### src/rtl/uart_mem_dump.sv
// uart_mem_dump: reads a block of 32-bit words from instruction or data
// memory through a 1-cycle synchronous read port and streams them out as
// 8N1 UART frames (LSB byte first), followed by an 8-bit additive checksum.
// Every output is registered, so it trails the state register by one cycle.
module uart_mem_dump #(
    parameter int BAUD_DIV = 868,
    parameter int ADDR_W   = 14
) (
    input  logic              sys_clk,
    input  logic              sys_rst_n,
    input  logic              start_i,
    input  logic              region_i,
    input  logic [ADDR_W-1:0] base_adr_i,
    input  logic [ADDR_W:0]   word_cnt_i,
    output logic              mem_re_o,
    output logic [ADDR_W:0]   mem_adr_o,
    input  logic [31:0]       mem_dat_i,
    output logic              tx_o,
    output logic              busy_o,
    output logic              done_o
);

    localparam int BW = $clog2(BAUD_DIV);
    localparam logic [BW-1:0]     BAUD_LAST = BW'(BAUD_DIV - 1);
    localparam logic [BW-1:0]     BAUD_ONE  = BW'(1);
    localparam logic [ADDR_W-1:0] ADR_ONE   = ADDR_W'(1);
    localparam logic [ADDR_W:0]   CNT_ONE   = (ADDR_W + 1)'(1);

    typedef enum logic [2:0] {
        S_IDLE  = 3'd0,
        S_FETCH = 3'd1,
        S_WAIT  = 3'd2,
        S_SEND  = 3'd3,
        S_CSUM  = 3'd4,
        S_DONE  = 3'd5
    } state_e;

    state_e            state_q, state_d;
    logic              region_q, region_d;
    logic [ADDR_W-1:0] adr_q, adr_d;
    logic [ADDR_W:0]   cnt_q, cnt_d;
    logic [31:0]       shift_q, shift_d;
    logic [7:0]        csum_q, csum_d;
    logic [BW-1:0]     baud_q, baud_d;
    logic [3:0]        bit_q, bit_d;
    logic [1:0]        byte_q, byte_d;
    logic              cap_q, cap_d;
    logic              re_q, re_d;
    logic [ADDR_W:0]   madr_q, madr_d;
    logic              tx_q, tx_d;
    logic              busy_q, busy_d;
    logic              done_q, done_d;
    logic [7:0]        cur_byte_s;

    // Sum of the four bytes of a word, carries out of bit 7 dropped.
    function automatic logic [7:0] word_byte_sum(input logic [31:0] w);
        word_byte_sum = w[7:0] + w[15:8] + w[23:16] + w[31:24];
    endfunction

    // Line level for bit cell idx of an 8N1 frame: 0 start, 1..8 data, 9 stop.
    function automatic logic frame_bit(input logic [7:0] b, input logic [3:0] idx);
        logic [7:0] sh;
        sh = 8'd0;
        if (idx == 4'd0) begin
            frame_bit = 1'b0;
        end else if (idx >= 4'd9) begin
            frame_bit = 1'b1;
        end else begin
            sh        = b >> (idx - 4'd1);
            frame_bit = sh[0];
        end
    endfunction

    // Select the byte of the captured word currently on the line.
    always_comb begin
        cur_byte_s = 8'd0;
        case (byte_q)
            2'd0:    cur_byte_s = shift_q[7:0];
            2'd1:    cur_byte_s = shift_q[15:8];
            2'd2:    cur_byte_s = shift_q[23:16];
            default: cur_byte_s = shift_q[31:24];
        endcase
    end

    // Next-state and next-output logic of the dump sequencer.
    always_comb begin
        state_d  = state_q;
        region_d = region_q;
        adr_d    = adr_q;
        cnt_d    = cnt_q;
        shift_d  = shift_q;
        csum_d   = csum_q;
        baud_d   = baud_q;
        bit_d    = bit_q;
        byte_d   = byte_q;
        cap_d    = 1'b0;
        re_d     = 1'b0;
        madr_d   = madr_q;
        tx_d     = 1'b1;
        done_d   = 1'b0;
        busy_d   = (state_q != S_IDLE) && (state_q != S_DONE);

        // The read strobe leaves the block one cycle after FETCH, so the word
        // arrives one edge after WAIT; it is taken in here, while the start bit
        // of its first byte (which needs no data) is already on the line.
        if (cap_q) begin
            shift_d = mem_dat_i;
            csum_d  = csum_q + word_byte_sum(mem_dat_i);
        end else begin
            shift_d = shift_q;
        end

        case (state_q)
            S_IDLE: begin
                if (start_i) begin
                    region_d = region_i;
                    adr_d    = base_adr_i;
                    cnt_d    = word_cnt_i;
                    csum_d   = 8'd0;
                    baud_d   = {BW{1'b0}};
                    bit_d    = 4'd0;
                    byte_d   = 2'd0;
                    if (word_cnt_i != {(ADDR_W + 1){1'b0}}) begin
                        state_d = S_FETCH;
                    end else begin
                        state_d = S_CSUM;
                    end
                end else begin
                    state_d = S_IDLE;
                end
            end
            S_FETCH: begin
                re_d    = 1'b1;
                madr_d  = {region_q, adr_q};
                state_d = S_WAIT;
            end
            S_WAIT: begin
                cap_d   = 1'b1;
                baud_d  = {BW{1'b0}};
                bit_d   = 4'd0;
                byte_d  = 2'd0;
                state_d = S_SEND;
            end
            S_SEND: begin
                tx_d = frame_bit(cur_byte_s, bit_q);
                if (baud_q == BAUD_LAST) begin
                    baud_d = {BW{1'b0}};
                    if (bit_q == 4'd9) begin
                        bit_d = 4'd0;
                        if (byte_q == 2'd3) begin
                            byte_d = 2'd0;
                            cnt_d  = cnt_q - CNT_ONE;
                            adr_d  = adr_q + ADR_ONE;
                            if (cnt_q == CNT_ONE) begin
                                state_d = S_CSUM;
                            end else begin
                                state_d = S_FETCH;
                            end
                        end else begin
                            byte_d = byte_q + 2'd1;
                        end
                    end else begin
                        bit_d = bit_q + 4'd1;
                    end
                end else begin
                    baud_d = baud_q + BAUD_ONE;
                end
            end
            S_CSUM: begin
                tx_d = frame_bit(csum_q, bit_q);
                if (baud_q == BAUD_LAST) begin
                    baud_d = {BW{1'b0}};
                    if (bit_q == 4'd9) begin
                        bit_d   = 4'd0;
                        state_d = S_DONE;
                    end else begin
                        bit_d = bit_q + 4'd1;
                    end
                end else begin
                    baud_d = baud_q + BAUD_ONE;
                end
            end
            S_DONE: begin
                done_d  = 1'b1;
                state_d = S_IDLE;
            end
            default: begin
                state_d = S_IDLE;
            end
        endcase
    end

    // State, datapath and registered outputs; reset puts the line idle at once.
    always_ff @(posedge sys_clk or negedge sys_rst_n) begin
        if (!sys_rst_n) begin
            state_q  <= S_IDLE;
            region_q <= 1'b0;
            adr_q    <= {ADDR_W{1'b0}};
            cnt_q    <= {(ADDR_W + 1){1'b0}};
            shift_q  <= 32'd0;
            csum_q   <= 8'd0;
            baud_q   <= {BW{1'b0}};
            bit_q    <= 4'd0;
            byte_q   <= 2'd0;
            cap_q    <= 1'b0;
            re_q     <= 1'b0;
            madr_q   <= {(ADDR_W + 1){1'b0}};
            tx_q     <= 1'b1;
            busy_q   <= 1'b0;
            done_q   <= 1'b0;
        end else begin
            state_q  <= state_d;
            region_q <= region_d;
            adr_q    <= adr_d;
            cnt_q    <= cnt_d;
            shift_q  <= shift_d;
            csum_q   <= csum_d;
            baud_q   <= baud_d;
            bit_q    <= bit_d;
            byte_q   <= byte_d;
            cap_q    <= cap_d;
            re_q     <= re_d;
            madr_q   <= madr_d;
            tx_q     <= tx_d;
            busy_q   <= busy_d;
            done_q   <= done_d;
        end
    end

    assign mem_re_o  = re_q;
    assign mem_adr_o = madr_q;
    assign tx_o      = tx_q;
    assign busy_o    = busy_q;
    assign done_o    = done_q;

endmodule

### config.mk
export PLATFORM = sky130hd
export DESIGN_NAME = uart_mem_dump
export DESIGN_NICKNAME = d
export VERILOG_FILES = /design/src/rtl/uart_mem_dump.sv
export SDC_FILE = /design/constraint.sdc
export NUM_CORES = 1
export LEC_CHECK = 0
export BUFFER_PORTS_ARGS = -buffer_cell sky130_fd_sc_hd__buf_2
export CAP_MARGIN = 20
export CORE_UTILIZATION = 59
export DETAILED_ROUTE_END_ITERATION = 8
export PLACE_DENSITY = 0.81
export SLEW_MARGIN = 20
export SYNTH_ARGS = -nofsm -noshare
export SYNTH_HDL_FRONTEND = slang
export SYNTH_SLANG_ARGS = --single-unit
export TNS_END_PERCENT = 20
### constraint.sdc
create_clock -name sys_clk -period 3.05 [get_ports sys_clk]
set_input_delay 0.305 -clock sys_clk [delete_from_list [all_inputs] [get_ports sys_clk]]
set_output_delay 0.305 -clock sys_clk [all_outputs]
set_load 0.02 [all_outputs]
; ---- Yosys cells after proc, flatten, opt, wreduce, memory -nomap -nowiden
; Cells that the tools add are included.
[word_totals]
regBits = 109
elab_cells = 106
output_inout_bits = 19
inputBits = 65
latchBits = 0
mem_bits_rw = 0
mem_count = 0
rom_bits = 0
[classes]
div_mod_pow = 0
shift = 2
add_sub_neg = 10
muxes = 43
multipliers = 0
n_eq_ne = 19
magnitude_cmp = 1
n_bitwise = 0
n_reduce_logical = 16
[ops]
columns = operator, n
row1 = 2-to-1 mux 15 bit, 4
row2 = 2-to-1 mux 14 bit, 4
row3 = adder 8 bit, 4
row4 = case mux 10 bit (3 select lines), 1
row5 = case mux 15 bit (2 select lines), 1
row6 = case mux 14 bit (2 select lines), 1
row7 = 2-to-1 mux 3 bit, 8
row8 = 2-to-1 mux 8 bit, 3
row9 = case mux 8 bit (3 select lines), 1
row10 = 2-to-1 mux 10 bit, 2
row11 = >> shifter 8 x 4 -> 1 bit, 2
row12 = "== test 15 x 1 -> 1 bit, second input constant", 1
row13 = case mux 3 bit (5 select lines), 1
row14 = nonzero test 15 bit, 1
row15 = "subtractor 15 x 1 -> 15 bit, second input constant", 1
row16 = "adder 14 x 1 -> 14 bit, second input constant", 1
row17 = 2-to-1 mux 4 bit, 3
row18 = "!= test 2 bit, second input constant", 6
row19 = case mux 4 bit (3 select lines), 1
row20 = "adder 10 x 1 -> 10 bit, second input constant", 1
row21 = "== test 10 bit, second input constant", 1
row22 = AND reduction 5 bit, 2
row23 = nonzero test 3 bit, 3
row24 = 2-to-1 mux 2 bit, 4
row25 = 24 further kinds, 34

; ---- Depth between registers and ports, before layout
[depth]
ltp_word = 7
mapped_depth = 14
ltp_nobuf = 14

; ---- Least setup slack after synthesis
; Ideal clock, no wire load.
[synth_timing]
kind = in2reg
from = input port mem_dat_i[2]
to = register csum_q[6]
arrival_time_ps = 3221
n_path_buf = 0
t_required_ps = 2900
setup_ps = 150
slack_ps = -321
path_stages = 14
cell_sequence = inv_1 > fa_1 > inv_1 > fa_1 > inv_1 > fa_1 > inv_1 > ha_1 > a21o_1 > a21oi_1 > nor2b_1 > o21ai_0 > mux2i_1 > o311ai_0
[synth_between]
elab_chain_cells = 7
[synth_lines]
columns = item, line
row1 = start: declaration, 17  ; input logic [31:0] mem_dat_i,
row2 = adder 8 bit (*) (3 in series), 57  ; word_byte_sum = w[7:0] + w[15:8] + w[23:16] + w[31:24];
row3 = adder 8 bit (*), 108  ; csum_d = csum_q + word_byte_sum(mem_dat_i);
row4 = 2-to-1 mux 8 bit (*), 106  ; if (cap_q) begin
row5 = 2-to-1 mux 8 bit, 115  ; if (start_i) begin
row6 = 2-to-1 mux 8 bit (*), 113  ; case (state_q)
row7 = via csum_d[6], 43  ; logic [7:0] csum_q, csum_d;
row8 = end signal: assignment, 217  ; csum_q <= csum_d;
row9 = end: declaration, 43
; Mark *: on every way through the listed nets, which the timed path passes. The rest lies on a longest branch.
; A chain may end at the register's enable or synchronous reset.

; ---- Final worst setup path
[layout_timing]
from = input port mem_dat_i[9]
to = register csum_q[7]
; Same word-level chain as after synthesis.

==> results by stage <==
Timing:
- Setup violations remaining at the end of the flow were counted as 1.
- For the pin with the worst max-slew slack, the measured transition is slightly below 800 ps.
- The max-slew violation count is 0.
- The final-report hold violation count was 20.
- After layout, the worst path uses 101.6% of the clock period.
- The normalized max-slew margin is 47.93%.
- After routing, the total negative slack on setup checks comes to -48.24 ps.
- Setup repair after global routing could not meet its margin everywhere.
- Clock skew on the completed layout was measured at ~9.5 ps.
- The upper clock frequency limit is about 0.32 GHz.
- The final critical-path required period is slightly above 3000 ps.
- Final hold analysis gives a worst-case slack of -17.02 ps.
- The setup slack of the critical path after layout is -48.24 ps.

Floorplanning:
- The height of the chip is 107.1 um.
- The region available for standard cell placement spans around 0.011 mm2.
- The total I/O pin count is 84.
- In this run the core area contains 37 standard-cell rows.
- The die covers between 0.01 and 0.015 mm2.
- Once the floorplan was initialized, standard cells occupied 61.98% of the core.
- The die extent in x is approximately 110 um.

Layout:
- 0 antenna diodes ended up in the layout.
- The number of fill cells is slightly below 800.
- The area added between synthesis and finish is 13.10%.
- The proportion of layout cells with a drive suffix above 1 is 26.56%.
- The post-layout instance count excluding filler cells is slightly below 900.
- The total number of nets in the final design is 854.
- The utilization of the core after routing is between 70% and 80%.

Logic synthesis:
- For this run, asynchronously set or reset flops after synthesis account for between 90% and 100%.
- After synthesis the cells add up to between 0.006 and 0.007 mm2.
- The proportion of netlist area held by the largest area contributor is between 40% and 50%.
- Sorting the synthesized cells by area gives the leading types as sky130_fd_sc_hd__dfrtp_1, sky130_fd_sc_hd__mux2_2, sky130_fd_sc_hd__fa_1.
- When the netlist entered floorplanning its net count stood at ~770.
- The number of synthesis warnings is 0.
- The mean cell area of the mapped netlist is between 9 and 10 um2.
- The cell type with the highest aggregate area in the netlist is sky130_fd_sc_hd__dfrtp_1.
- Synthesis instantiated between 60 and 70 different standard cells from the library.
- In the synthesized netlist the dominant register cell turns out to be sky130_fd_sc_hd__dfrtp_1.
- Counting instances in the post-synthesis netlist gives the leading cell types as sky130_fd_sc_hd__dfrtp_1, sky130_fd_sc_hd__inv_1, sky130_fd_sc_hd__a21oi_1.
- Among all cell types in the netlist, the one instantiated most often is sky130_fd_sc_hd__dfrtp_1.
- The synthesis-stage register bit count is roughly 110.
- Counting every instance in the synthesized netlist gives 667.
- Counting flops with a built-in enable in the synthesized netlist gives 0.
- Summing the sequential cell areas from Yosys gives 41.89% of the chip area.

Setup path:
- The signal on the critical path passes through buf_8 > inv_4 > fa_1 > fa_1 > fa_1 > inv_1 > ha_2 > inv_2 > fa_2 > nor2b_2 > nor3_2 > o21bai_1 > a21oi_2 > xnor2_1 > a21oi_1.
- The startpoint type of the worst setup path is a primary input.
- The maximum fanout along the worst path is 2.
- The most frequent cell on the critical path is sky130_fd_sc_hd__fa_1.
- At the worst endpoint, the arrival time is between 3000 and 4000 ps.
- On the critical path, the stage with the largest delay is an instance of sky130_fd_sc_hd__fa_1.
- The kind of end point of the critical path is a flip-flop.
- The critical setup path kind is primary input to flip-flop.
- On the worst path, the slowest cell contributes a delay of ~540 ps.
- The critical path required time is roughly 3300 ps.

Placed design:
- The final RePlAce weighted congestion is between 0.8 and 0.9.
- Summed over all nets, the half-perimeter wirelength after detailed placement is 10330 um.
- The port buffer count is slightly above 80.
- The post-placement cell count is a little under 900.
- The minimum setup slack after placement is -413.0 ps.

CTS:
- Counting every sink on the clock net gives around 110.
- TritonCTS built the clock tree.
- The count of H-tree levels built during CTS is 3.
- The clock tree buffer depth is 2.
- In this run the clock root is driven by a sky130_fd_sc_hd__clkbuf_8.
- The clock reaches the later pin of the worst-skew pair after between 300 and 400 ps.
- Clock tree synthesis inserted a total of 9 buffers.
- The hold buffer count at cts is 0.
- Clock-pin slew was measured on the worst setup and hold paths at about 100 ps.

Route:
- The wire length per cell after detailed routing is roughly 16 um.
- After detailed routing, the number of remaining DRC violations is 0.
- Using the TritonRoute via totals, the vias-per-cell ratio works out to 5.871.
- The number of routed nets with antenna violations is 0.
- Summed over all layers, the routed wires come to approximately 15000 um.
- The detailed-router iteration count before antenna repair is 5.
- The via count is 5219.
- The detailed router's first-iteration violation count is 318.

GRT:
- Entering global routing, the biggest net connects slightly above 60 pins.
- The total overflow left after global routing is 0.
- The number of global-route vias before repair is between 5000 and 6000.
- The first global-routing pass estimated between 20000 and 25000 um of wire.
- Global routing used between 20% and 30% of the available tracks across all layers.
- The initial antenna violation count is 0.

Run status:
- The final reports fail on hold timing, setup timing.
- The run finished, with violations left.

Pwr:
- The leakage component of the power is around 3.5 nW.
- The maximum vdd drop is between 400 and 500 uV.
- The power density of the placed cells is 626.8 mW/mm2.
- The design draws 4.618 mW.

Min path:
- The worst hold path class is primary input to asynchronous set/reset pin.

Run:
- Across the run, the number of max-cap violations was 0.
[worst paths after layout]
| kind | startpoint | endpoint | slack, ps | depth (start not counted) |
|---|---|---|---|---|
| worst max-delay path | mem_dat_i[9] | csum_q[7]$_DFF_PN0_ | -50 | 15 |
| worst min-delay path | sys_rst_n | shift_q[16]$_DFFE_PN0P_ | -20 | 1 |
| worst max register to register | csum_q[1]$_DFF_PN0_ | csum_q[7]$_DFF_PN0_ | 480 | 12 |
| worst min register to register | region_q$_DFFE_PN0P_ | region_q$_DFFE_PN0P_ | 480 | 2 |
| max in group asynchronous | sys_rst_n | tx_o$_DFF_PN1_ | 2260 | 2 |
| min in group sys_clk | region_i | region_q$_DFFE_PN0P_ | 110 | 3 |
[critical path, delay by kind of cell]
kind	cells	cell delay, ps
AO/OA/AOI/OAI	3	370
XOR/XNOR	1	170
adder cells (fa/ha/maj)	5	2050
buffers and inverters	4	230
AND/OR/NAND/NOR	2	230
[flip-flops by register name, indices dropped and copies added (netlist names), 2 cells and up]
register   cells
state_q        3
bit_q          4
baud_q        10
shift_q       32
byte_q         2
mem_adr_o     15
adr_q         14
csum_q         8
cnt_q         15
[power breakdown]
| part | switching [mW] | total, mW | internal (mW) |
|---|---|---|---|
| Combinational | 0.925 | 1.83 | 0.902 |
| Clock | 0.482 | 0.899 | 0.417 |
| Sequential | 0.215 | 1.89 | 1.68 |
| Total | 1.62 | 4.62 | 3.00 |
[through the flow]
| step | hold WS, ps | instance area (um2) |
|---|---|---|
| after floorplan | 9.409 | 6530 |
| after global placement | 425.7 | 7082 |
| after detailed placement | 434.1 | 7082 |
| after CTS | 4.464 | 7281 |
| after global routing | 35.12 | 7367 |
| final | -17.02 | 7367 |
[area by class of cell]
| type | count | area, um2 | share of cell area, % |
|---|---|---|---|
| clock buffer | 11 | 151.4 | 2.055 |
| timing repair buffer | 104 | 598.1 | 8.118 |
| inverter | 71 | 269.0 | 3.651 |
| sequential | 109 | 2729 | 37.04 |
| tap | 136 | 170.2 | 2.310 |
| clock inverter | 4 | 47.55 | 0.6454 |
| multi-input combinational | 454 | 3402 | 46.18 |
[cells by family (layout without fill, tap and decap cells)]
kind of cell             after synthesis  in the layout  share of synthesized area [%]
AND/OR/NAND/NOR                      190            190                          15.37
AO/OA/AOI/OAI                        153            153                          13.85
XOR/XNOR                              12             12                          1.614
adder cells (fa/ha/maj)               40             40                          9.988
multiplexers                          59             59                          10.56
flip-flops                           109            109                          41.89
buffers and inverters                104            190                          6.723
[placed cells by master (no fill, tap or decap), types with 7 or more instances in the layout]
cell type / n
sky130_fd_sc_hd__a21oi_1: 51
sky130_fd_sc_hd__nor2_1: 42
sky130_fd_sc_hd__inv_1: 66
sky130_fd_sc_hd__mux2_2: 48
sky130_fd_sc_hd__nand3_1: 21
sky130_fd_sc_hd__buf_4: 22
sky130_fd_sc_hd__fa_1: 18
sky130_fd_sc_hd__nand2b_1: 9
sky130_fd_sc_hd__dfrtp_1: 108
sky130_fd_sc_hd__o22ai_1: 11
sky130_fd_sc_hd__nand2_1: 49
sky130_fd_sc_hd__nor3_1: 9
sky130_fd_sc_hd__a22oi_1: 8
sky130_fd_sc_hd__xnor2_1: 10
sky130_fd_sc_hd__o21ai_0: 47
sky130_fd_sc_hd__buf_2: 79
sky130_fd_sc_hd__clkbuf_8: 11
sky130_fd_sc_hd__mux2i_1: 8
sky130_fd_sc_hd__and3_1: 7
sky130_fd_sc_hd__ha_1: 17
sky130_fd_sc_hd__nand4_1: 9
[routing by layer]
| layer | vias up | share of wire (%) | GRT usage [%] |
|---|---|---|---|
| li1 | 2472 | - | - |
| met1 | 2569 | 43 | 35.10 |
| met2 | 148 | 49 | 45.16 |
| met3 | 30 | 5.7 | 6.383 |
| met4 | 0 | 2.4 | 9.589 |
| met5 | - | 0 | 0 |
[timing repair]
action	in CTS	in global routing
gates resized for setup	0	17
endpoints found under the hold margin	0	0
gates cloned	0	0
pin swaps	1	15
setup endpoints to repair	1	3
setup buffers	0	4
(Power assumes the default switching activity.)
